$ cat config.mk
export PLATFORM = sky130hd
export DESIGN_NAME = alu_mdu_pipeline
export DESIGN_NICKNAME = d
export VERILOG_FILES = /design/src/rtl/alu_mdu_pkg.sv /design/src/rtl/alu_mdu_pipeline_mdu_iter.sv /design/src/rtl/alu_mdu_pipeline.sv
export SDC_FILE = /design/constraint.sdc
export NUM_CORES = 1
export LEC_CHECK = 0
export CAP_MARGIN = 30
export CORE_ASPECT_RATIO = 0.8
export CORE_MARGIN = 3
export CORE_UTILIZATION = 40
export DETAILED_ROUTE_END_ITERATION = 8
export PLACE_DENSITY = 0.59
export RECOVER_POWER = 50
export SLEW_MARGIN = 40
export SYNTH_ARGS = -nofsm -noshare
export SYNTH_HDL_FRONTEND = slang
export SYNTH_SLANG_ARGS = --single-unit
$ cat constraint.sdc
create_clock -name clk -period 9.65 [get_ports clk]
set_input_delay 2.895 -clock clk [delete_from_list [all_inputs] [get_ports clk]]
set_output_delay 2.895 -clock clk [all_outputs]
set_load 0.05 [all_outputs]
$ cat src/rtl/alu_mdu_pkg.sv
// Shared decode constants, MDU state encoding and the MDU request type.
package alu_mdu_pkg;

    // Main-control ALU op classes
    localparam logic [1:0] ALUOP_ADD   = 2'b00;
    localparam logic [1:0] ALUOP_SUB   = 2'b01;
    localparam logic [1:0] ALUOP_RTYPE = 2'b10;
    localparam logic [1:0] ALUOP_MEM   = 2'b11;

    // R-type funct codes
    localparam logic [5:0] FN_ADD   = 6'b100000;
    localparam logic [5:0] FN_SUB   = 6'b100010;
    localparam logic [5:0] FN_AND   = 6'b100100;
    localparam logic [5:0] FN_OR    = 6'b100101;
    localparam logic [5:0] FN_XOR   = 6'b100110;
    localparam logic [5:0] FN_NOR   = 6'b100111;
    localparam logic [5:0] FN_SLT   = 6'b101010;
    localparam logic [5:0] FN_SLTU  = 6'b101011;
    localparam logic [5:0] FN_MFHI  = 6'b010000;
    localparam logic [5:0] FN_MFLO  = 6'b010010;
    localparam logic [5:0] FN_MULT  = 6'b011000;
    localparam logic [5:0] FN_MULTU = 6'b011001;
    localparam logic [5:0] FN_DIV   = 6'b011010;
    localparam logic [5:0] FN_DIVU  = 6'b011011;

    typedef enum logic [1:0] {IDLE, MUL, DIV, FIX} mdu_state_t;

    // funct[1] selects divide, funct[0] selects the unsigned variant
    typedef struct packed {
        logic is_div;
        logic is_signed;
    } mdu_req_t;

endpackage

$ cat src/rtl/alu_mdu_pipeline_mdu_iter.sv
// Iterative multiply/divide: WIDTH shift-add or restoring-divide steps on
// operand magnitudes, one sign fix-up cycle, then HI/LO commit.
module mdu_iter
    import alu_mdu_pkg::*;
#(
    parameter int WIDTH = 32,
    parameter int CNT_W = $clog2(WIDTH) + 1
) (
    input  logic             clk,
    input  logic             rst,
    input  logic             start,
    input  mdu_req_t         req,
    input  logic [WIDTH-1:0] a,
    input  logic [WIDTH-1:0] b,
    output logic             busy,
    output logic             done,
    output logic [WIDTH-1:0] res_lo,
    output logic [WIDTH-1:0] hi,
    output logic [WIDTH-1:0] lo
);
    mdu_state_t       state;
    logic [CNT_W-1:0] cnt;
    mdu_req_t         op_q;
    logic             neg_q, negr_q, dz_q;
    logic [WIDTH-1:0] araw_q, acc_hi, acc_lo, dvs_q;

    logic             a_neg, b_neg;
    logic [WIDTH-1:0] a_mag, b_mag;
    logic [WIDTH:0]   mul_sum, div_r, div_d;
    logic [2*WIDTH-1:0] prod, prod_fix;
    logic [WIDTH-1:0] q_fix, r_fix, res_hi;

    assign a_neg = req.is_signed & a[WIDTH-1];
    assign b_neg = req.is_signed & b[WIDTH-1];
    assign a_mag = a_neg ? -a : a;
    assign b_mag = b_neg ? -b : b;

    // One multiply step: conditionally add multiplicand into the high half
    assign mul_sum = {1'b0, acc_hi} + (acc_lo[0] ? {1'b0, dvs_q} : '0);
    // One divide step: shift next dividend bit into the partial remainder
    assign div_r   = {acc_hi, acc_lo[WIDTH-1]};
    assign div_d   = div_r - {1'b0, dvs_q};

    assign prod     = {acc_hi, acc_lo};
    assign prod_fix = neg_q ? -prod : prod;
    assign q_fix    = neg_q ? -acc_lo : acc_lo;
    assign r_fix    = negr_q ? -acc_hi : acc_hi;

    // Divide by zero bypasses the sign fix-up: LO all ones, HI the raw dividend
    always_comb begin
        if (op_q.is_div) begin
            res_lo = dz_q ? '1 : q_fix;
            res_hi = dz_q ? araw_q : r_fix;
        end else begin
            res_lo = prod_fix[WIDTH-1:0];
            res_hi = prod_fix[2*WIDTH-1:WIDTH];
        end
    end

    assign busy = (state != IDLE);
    assign done = (state == FIX);

    // Sequencer and datapath: load, iterate WIDTH times, fix-up and commit
    always_ff @(posedge clk) begin
        if (rst) begin
            state  <= IDLE;
            cnt    <= '0;
            op_q   <= '0;
            neg_q  <= 1'b0;
            negr_q <= 1'b0;
            dz_q   <= 1'b0;
            araw_q <= '0;
            acc_hi <= '0;
            acc_lo <= '0;
            dvs_q  <= '0;
            hi     <= '0;
            lo     <= '0;
        end else begin
            case (state)
                IDLE: if (start) begin
                    op_q   <= req;
                    neg_q  <= a_neg ^ b_neg;
                    negr_q <= a_neg;
                    dz_q   <= (b == '0);
                    araw_q <= a;
                    acc_hi <= '0;
                    acc_lo <= a_mag;
                    dvs_q  <= b_mag;
                    cnt    <= CNT_W'(WIDTH - 1);
                    state  <= req.is_div ? DIV : MUL;
                end
                MUL: begin
                    {acc_hi, acc_lo} <= {mul_sum, acc_lo[WIDTH-1:1]};
                    if (cnt == '0) state <= FIX;
                    else           cnt   <= cnt - 1'b1;
                end
                DIV: begin
                    if (!div_d[WIDTH]) begin
                        acc_hi <= div_d[WIDTH-1:0];
                        acc_lo <= {acc_lo[WIDTH-2:0], 1'b1};
                    end else begin
                        acc_hi <= div_r[WIDTH-1:0];
                        acc_lo <= {acc_lo[WIDTH-2:0], 1'b0};
                    end
                    if (cnt == '0) state <= FIX;
                    else           cnt   <= cnt - 1'b1;
                end
                FIX: begin
                    hi    <= res_hi;
                    lo    <= res_lo;
                    state <= IDLE;
                end
                default: state <= IDLE;
            endcase
        end
    end
endmodule

$ cat src/rtl/alu_mdu_pipeline.sv
// Execute-stage ALU: single-cycle decode with registered result, plus an
// iterative multiply/divide unit that stalls the front end via busy.
module alu_mdu_pipeline
    import alu_mdu_pkg::*;
#(
    parameter int WIDTH = 32,
    parameter int CNT_W = $clog2(WIDTH) + 1
) (
    input  logic             clk,
    input  logic             rst,
    input  logic             in_valid,
    output logic             in_ready,
    input  logic [WIDTH-1:0] a,
    input  logic [WIDTH-1:0] b,
    input  logic [1:0]       aluOP,
    input  logic [5:0]       sel,
    output logic [WIDTH-1:0] ans,
    output logic             zero,
    output logic             ovf,
    output logic             out_valid,
    output logic             busy,
    output logic [WIDTH-1:0] hi,
    output logic [WIDTH-1:0] lo
);
    logic             is_sub, ovf_raw, mdu_op, accept, done;
    logic [WIDTH-1:0] b_add, sum, ans_nx, mdu_lo;
    logic             zero_nx, ovf_nx;
    mdu_req_t         req;

    assign is_sub  = (aluOP == ALUOP_SUB) || (aluOP == ALUOP_RTYPE && sel == FN_SUB);
    assign b_add   = is_sub ? (~b + 1'b1) : b;
    assign sum     = a + b_add;
    assign ovf_raw = (a[WIDTH-1] == b_add[WIDTH-1]) && (sum[WIDTH-1] != a[WIDTH-1]);
    assign req     = '{is_div: sel[1], is_signed: ~sel[0]};

    // Single-cycle result decode; flags mdu ops so they go to the iterator
    always_comb begin
        ans_nx  = '0;
        zero_nx = 1'b0;
        ovf_nx  = 1'b0;
        mdu_op  = 1'b0;
        case (aluOP)
            ALUOP_ADD, ALUOP_MEM: begin
                ans_nx = sum;
                ovf_nx = ovf_raw;
            end
            ALUOP_SUB: begin
                ans_nx  = sum;
                ovf_nx  = ovf_raw;
                zero_nx = (sum == '0);
            end
            default: begin
                case (sel)
                    FN_ADD, FN_SUB: begin
                        ans_nx = sum;
                        ovf_nx = ovf_raw;
                    end
                    FN_AND:  ans_nx = a & b;
                    FN_OR:   ans_nx = a | b;
                    FN_XOR:  ans_nx = a ^ b;
                    FN_NOR:  ans_nx = ~(a | b);
                    FN_SLT:  ans_nx = WIDTH'($signed(a) < $signed(b));
                    FN_SLTU: ans_nx = WIDTH'(a < b);
                    FN_MFHI: ans_nx = hi;
                    FN_MFLO: ans_nx = lo;
                    FN_MULT, FN_MULTU, FN_DIV, FN_DIVU: mdu_op = 1'b1;
                    default: ans_nx = '0;
                endcase
            end
        endcase
    end

    assign in_ready = ~busy;
    assign accept   = in_valid & in_ready;

    mdu_iter #(.WIDTH(WIDTH), .CNT_W(CNT_W)) u_mdu (
        .clk    (clk),
        .rst    (rst),
        .start  (accept & mdu_op),
        .req    (req),
        .a      (a),
        .b      (b),
        .busy   (busy),
        .done   (done),
        .res_lo (mdu_lo),
        .hi     (hi),
        .lo     (lo)
    );

    // Output register: single-cycle result or mdu LO the cycle after fix-up
    always_ff @(posedge clk) begin
        if (rst) begin
            ans       <= '0;
            zero      <= 1'b0;
            ovf       <= 1'b0;
            out_valid <= 1'b0;
        end else if (accept && !mdu_op) begin
            ans       <= ans_nx;
            zero      <= zero_nx;
            ovf       <= ovf_nx;
            out_valid <= 1'b1;
        end else if (done) begin
            ans       <= mdu_lo;
            zero      <= 1'b0;
            ovf       <= 1'b0;
            out_valid <= 1'b1;
        end else begin
            out_valid <= 1'b0;
        end
    end
endmodule
==> summary.md, run 1 <==
| Metric | Value |
|---|---|
| Largest net degree at the start of global routing | 167 |
| WHS Path Cells | 2 |
| RePlAce Congestion | 0.9996 |
| CTS root buf | clkbuf_16 |
| Int Pwr | 2465 uW |
| Slew headroom | -156.2% |
| Setup tns final | 0 ns |
| Via Count | 24920 |
| Final Instance Area | 25840 sq um |
| Final Hold Viols | 0 |
| Worst setup EP type | flop |
| Fin crit share | 88.98% |
| Clock power frac | 25.8% |
| Maximum fanout along the worst path | 11 |
| Initial core utilization | 41.03% |
| # IOs | 176 |
| Synth area leaders | dfxtp_1, ha_1, xnor2_1 |
| Status | finished, violations left |
| Sw power | 2254 uW |
| Ys flop type | dfxtp_1 |
| CTS H-Tree Depth | 1 |
| P_leak | 0.01011 uW |
| CTS tree | done |
| CTS clk-pin slew, worst paths | 0.06 ns |
| Min-delay src | u_mdu.araw_q[23] |
| VDD IR-drop max | 241.7 uV |
| Routed wire length | 111.1 mm |
| Core area | 54680 sq um |
| DIE WIDTH | 270.8 um |
| Fmax | 0.1165 GHz |
| # Post-CTS Setup Buffers | 0 |
| Seq/Total Area, Yosys | 21.33% |
| Final net count | 3395 |
| YS warnings | 0 |
| Worst r2r path cells | 13 |
| R2R Path End | u_mdu.acc_hi[7] |
| Flops & latches, synth | 239 |
| Port bufs | 175 |
| Net Sw Frac | 47.76% |
| Final setup fails | 0 |
| Synthesized instance count | 3070 |
| DRC violations left | 0 |
| Clock sink total | 239 |
| Failing checks | max-capacitance violations, max-slew violations |
| 1st-iter DRT viols | 3521 |
| First-pass GRT wire length | 158.9 mm |
| Full die area | 58990 sq um |
| DRT Pass-1 Iters | 6 |
| Skew final | 0.04879 ns |
| Syn nets | 3353 |
| Post-synth EDFFs | 0 |
| PostCTS Resize Cnt | 0 |
| GRT overflow | 0 |
| Share of cells above drive strength 1 | 5.105% |
| Post-Syn Area per Cell | 7.308 sq um |
| Netlist cell types | 75 |
| FP Rows | 76 |
| Vias in the first global route | 22690 |
| CP peak stage delay | 0.76 ns |
| Max-Cap Viols | 4 |
| Setup CP Type | primary input to flop |
| Die Ht | 217.8 um |
| Worst skew pair latency | 0.62 ns |
| Slew Limit Fails | 252 |
| Final min period | 8.587 ns |
| Dpl hpwl | 86.76 mm |
| Worst hold path type | flop to flop |
| Initial antenna violation count | 5 |
| Area leader, netlist | dfxtp_1 |
| DP Area | 24800 sq um |
| Pwr Density | 182.6 nW/um^2 |
| Antenna-violating nets left | 0 |
| Post-synth top cells | nand2_1, a21oi_1, nor2_1 |
| Gate power share | 47.2% |
| CTS Buf Count | 28 |
| Area delta synth->final | 15.15% |
| Yosys top cell area share | 21.33% |
| Ys async rst share | 0% |
| Via-to-Cell Ratio | 6.430 |
| Worst EP required | 10.02 ns |
| CP startpoint kind | primary input |
| Deepest clock path buffer count | 3 |
| Worst path slowest cell | o41ai_1 |
| Unrepaired setup endpoints after global routing | no |
| Crit-path cells | clkdlybuf4s50_1 > inv_1 > ha_1 > nand3_1 > nor3_1 > nand2_1 > nor4_1 > nand3_1 > nand2_1 > xnor2_1 > ha_1 > a21oi_1 > o21bai_1 > a211oi_1 > o32ai_1 > o41ai_1 > a21oi_1 > xnor2_1 > o221ai_1 > o21ai_0 > nor2_1 |
| Most numerous cell in the Yosys netlist | nand2_1 |
| Reg2reg start | u_mdu.dvs_q[1] |
| Crit path arrival time | 8.96 ns |
| Reg2reg setup slack | 4.78 ns |
| WL per Instance | 28.67 um |
| Mapped cell area | 22440 sq um |
| Sequential share of power | 27.0% |
| Hold worst-path end | u_mdu.araw_q[23] |
| All-Layer GR Usage | 36.11% |
| Layout fillers | 5515 |
| Hold-fix buffers, CTS | 0 |
| Worst-Margin Slew | 3.842 ns |
## routing by layer
metal / track usage (%) / vias up / share of wire (%)
met5: 0 / - / 0.056
met3: 13.39 / 172 / 14
met1: 53.11 / 12060 / 45
met2: 48.15 / 1525 / 37
li1: - / 11160 / -
met4: 10.35 / 8 / 3.3
## kinds of logic (layout without fill, tap and decap cells)
logic type,count (synthesis),in the layout,share of synthesized area [%]
buf+inv,367,431,6.157
xor+xnor,240,240,9.369
compound gates,986,986,28.34
mux,85,85,3.848
fa+ha+maj,208,208,11.70
flops,239,239,21.33
simple gates,945,945,19.26
other cells,0,1,0
## cells in the final DEF, fill, tap and decap left out, types with 75 or more instances in the layout
cell type | Yosys | layout
xnor2_1 | 184 | 183
dlygate4sd3_1 | 0 | 85
nor2_1 | 266 | 264
nand2_1 | 348 | 346
dfxtp_1 | 239 | 236
mux2i_1 | 75 | 75
clkdlybuf4s50_1 | 0 | 87
inv_1 | 152 | 152
ha_1 | 205 | 203
o21ai_0 | 189 | 189
a21oi_1 | 285 | 283
## critical path, delay by kind of cell
kind            cells  cell delay, ns
simple gates        7            2.05
compound gates      8            2.22
fa+ha+maj           2            0.62
xor+xnor            2            0.45
buf+inv             2            0.71
## sequential cells by signal (all words and copies together) (netlist names)
signal / count
u_mdu.dvs_q: 32
u_mdu.op_q: 1
u_mdu.lo: 32
u_mdu.hi: 32
u_mdu.dz_q: 1
u_mdu.acc_hi: 32
zero: 1
u_mdu.negr_q: 1
ans: 32
u_mdu.acc_lo: 32
ovf: 1
u_mdu.cnt: 6
u_mdu.araw_q: 32
u_mdu.state: 2
u_mdu.neg_q: 1
out_valid: 1
## per-stage QoR
step / setup slack (ns) / instances / total power (uW) / utilization [%] / hold slack (ns)
floorplan: 2.434 / 3070 / 2611 / - / 0.4312
global placement: 0.9566 / 3822 / 3413 / 45.32 / 0.4444
detailed placement: 0.8047 / 3822 / 3425 / 45.36 / 0.4460
CTS: 1.379 / 3874 / 4644 / 47.25 / 0.4551
global route: 0.6796 / 3875 / 4889 / 47.25 / 0.4754
finish: 1.063 / 3876 / 4719 / 47.25 / 0.4567
## power groups by stage
stage	Clock (uW)	Sequential, uW	Combinational, uW
after global placement	0	1280	2130
after floorplan	0	1350	1260
after global routing	1270	1280	2340
final	1220	1270	2230
after detailed placement	0	1280	2140
after CTS	1230	1260	2150
## how the worst max path moves through the flow
stage | from | end | cells past startpoint
2_1_floorplan | sel[0] | zero | 18
3_3_place_gp | b[1] | ans[29] | 21
3_5_place_dp | b[1] | ans[31] | 21
4_1_cts | b[1] | ans[31] | 21
5_1_grt | b[1] | ans[31] | 21
6_report | b[1] | ans[31] | 21
## cell type report
| class | instances | area, sq um | share of cell area (%) |
|---|---|---|---|
| Clock inverter | 16 | 242.7 | 0.9395 |
| Antenna cell | 1 | 2.502 | 0.009686 |
| Sequential cell | 239 | 4788 | 18.53 |
| Timing Repair Buffer | 225 | 2121 | 8.209 |
| Inverter | 154 | 579.3 | 2.242 |
| Tap cell | 741 | 927.1 | 3.589 |
| Clock buffer | 36 | 790.8 | 3.061 |
| Multi-Input combinational cell | 2464 | 16380 | 63.42 |
No activity file was read; power rests on OpenSTA's default activity.
==> run 2, diff against run 1 <==
- clock period: 9.65 -> 9.31 ns (I/O delays scaled with it)
==> run 2 against run 1 <==
Effect of this change: the run still ends with max-capacitance violations, max-slew violations left; count of clock-buffer cells in the layout rose by 1; die area did not move; first-iteration DRC count fell by 1.6%; critical path type unchanged; non-clock buffer count rose by 8; sequential power rose by 3%.
==> summary.md, run 2 (same netlist as run 1, synthesis figures left out) <==
| Metric | Value |
|---|---|
| VDD IR-drop max | 329.5 uV (was 241.7 uV) |
| Multi-input logic area | 16400 sq um (was 16380 sq um) |
| GR Util met2 | 48.88% (was 48.15%) |
| DRC violations left | 0 (unchanged) |
| Unrepaired setup endpoints after global routing | no (unchanged) |
| Fin crit share | 91.93% |
| Worst setup EP type | flop (unchanged) |
| 1st-iter DRT viols | 3466 (was 3521) |
| FP Rows | 76 (unchanged) |
| Final setup fails | 0 (unchanged) |
| GR peak layer | met1 (unchanged) |
| Worst hold path type | flop to flop (unchanged) |
| # Post-CTS Setup Buffers | 0 (unchanged) |
| First-pass GRT wire length | 158.5 mm (was 158.9 mm) |
| Grt met1 use | 52.85% (was 53.11%) |
| CP startpoint kind | primary input (unchanged) |
| DRT Pass-1 Iters | 6 (unchanged) |
| WL per Instance | 28.53 um (was 28.67 um) |
| Maximum fanout along the worst path | 63 (was 11) |
| Largest net degree at the start of global routing | 88 (was 167) |
| Hold-fix buffers, CTS | 0 (unchanged) |
| Final Instance Area | 25850 sq um (was 25840 sq um) |
| Final Hold Viols | 0 (unchanged) |
| CTS H-Tree Depth | 1 (unchanged) |
| Deepest clock path buffer count | 3 (unchanged) |
| Pwr Density | 186.5 nW/um^2 (was 182.6 nW/um^2) |
| CTS clk-pin slew, worst paths | 0.06 ns (about the same) |
| Setup tns final | 0 ns (unchanged) |
| Slew headroom | -126.8% (was -156.2%) |
| Routed wire length | 110.8 mm (was 111.1 mm) |
| # IOs | 176 (unchanged) |
| Status | finished, violations left (unchanged) |
| P_leak | 0.01015 uW (was 0.01011 uW) |
| Most common cell after layout, fill and taps aside | nand2_1 (unchanged) |
| CTS Buf Count | 29 (was 28) |
| Storage cell area | 4788 sq um (unchanged) |
| CTS root buf | clkbuf_16 (unchanged) |
| RePlAce Congestion | 0.9852 (was 0.9996) |
| Final net count | 3404 (was 3395) |
| All-Layer GR Usage | 36.06% (was 36.11%) |
| Initial core utilization | 41.03% (unchanged) |
| Share of cells above drive strength 1 | 5.032% (was 5.105%) |
| Skew final | 0.01597 ns (was 0.04879 ns) |
| Layout fillers | 5608 (was 5515) |
| Final WS setup | 0.7518 ns (was 1.063 ns) |
| Failing checks | max-capacitance violations, max-slew violations (unchanged) |
| Area delta synth->final | 15.21% (was 15.15%) |
| Via-to-Cell Ratio | 6.401 (was 6.430) |
| GRT overflow | 0 (unchanged) |
| DP Area | 24860 sq um (was 24800 sq um) |
| Max-Cap Viols | 3 (was 4) |
| Clock sink total | 239 (unchanged) |
| Antenna-violating nets left | 0 (unchanged) |
| Dpl hpwl | 86.69 mm (was 86.76 mm) |
| Vias in the first global route | 22670 (was 22690) |
| GRT met3 Usage | 12.20% (was 13.39%) |
| Fin Hold WS | 0.4520 ns (was 0.4567 ns) |
| Core area | 54680 sq um (unchanged) |
| Placement Setup Slack | 0.7362 ns (was 0.8047 ns) |
| Via Count | 24860 (was 24920) |
| DIE WIDTH | 270.8 um (unchanged) |
| CTS tree | done (unchanged) |
| Worst-Margin Slew | 3.402 ns (was 3.842 ns) |
| Port bufs | 175 (unchanged) |
| Worst EP required | 9.56 ns (was 10.02 ns) |
| Die Ht | 217.8 um (unchanged) |
| Reg2reg setup slack | 4.43 ns (was 4.78 ns) |
| Worst skew pair latency | 0.60 ns (was 0.62 ns) |
| Crit path arrival time | 8.81 ns (was 8.96 ns) |
| Final min period | 8.558 ns |
| Slew Limit Fails | 166 (was 252) |
| Commonest non-fill, non-tap cells in the layout | nand2_1, a21oi_1, nor2_1 (unchanged) |
| Initial antenna violation count | 3 (was 5) |
| Full die area | 58990 sq um (unchanged) |
| PostCTS Resize Cnt | 0 (unchanged) |
| Setup CP Type | primary input to flop (unchanged) |
| Fmax | 0.1168 GHz |
| Core Util, Final | 47.27% (was 47.25%) |
==> run 2: cell types whose count changed in the layout (fill, tap and decap cells not counted), sizes merged <==
cell	change
clkbuf	+2
diode	+1
dlygate4sd3	+9
buf	+7
inv	-1
clkinv	-2
clkdlybuf4s50	-9
==> run 2: per-stage QoR <==
step,power (uW),cells
after floorplan,2706,3070
after global placement,3535,3831
after detailed placement,3544,3831
after CTS,4765,3881
after global routing,5012,3881
final,4821,3883
==> run 2: routing by layer <==
layer | routed length (um) | vias up | part of all wire [%]
li1 | - | 11170 | -
met1 | 49710 | 11970 | 45
met2 | 42200 | 1546 | 38
met3 | 14980 | 157 | 14
met4 | 3871 | 4 | 3.5
met5 | 23 | - | 0.021
==> run 2: cell type report <==
class | instances | area share (%)
Multi-Input combinational cell | 2464 | 63.43
Timing Repair Buffer | 233 | 8.369
Sequential cell | 239 | 18.52
Inverter | 154 | 2.241
Clock buffer | 37 | 3.001
Tap cell | 741 | 3.587
Clock inverter | 13 | 0.8277
Antenna cell | 2 | 0.01936
==> run 2: final timing paths <==
check / start / end / cells after the start
worst max-delay path: rst / ans[0] / 4
worst min-delay path: u_mdu.araw_q[24] / u_mdu.araw_q[24] / 2
worst max register to register: u_mdu.dvs_q[1] / u_mdu.acc_hi[7] / 13
worst min register to register: u_mdu.araw_q[24] / u_mdu.araw_q[24] / 2
==> run 2: report_power, final <==
group / switching, uW / leakage (uW) / internal, uW
combinational: 1620 / 0.00774 / 662
sequential: 172 / 0.00194 / 1140
clock: 498 / 0.000479 / 726
==> run 2: worst max-delay path, cell delays in order <==
cell and delay (ns):
clkbuf_1 0.80, clkbuf_1 2.23, clkbuf_1 2.54, a2111oi_1 0.38
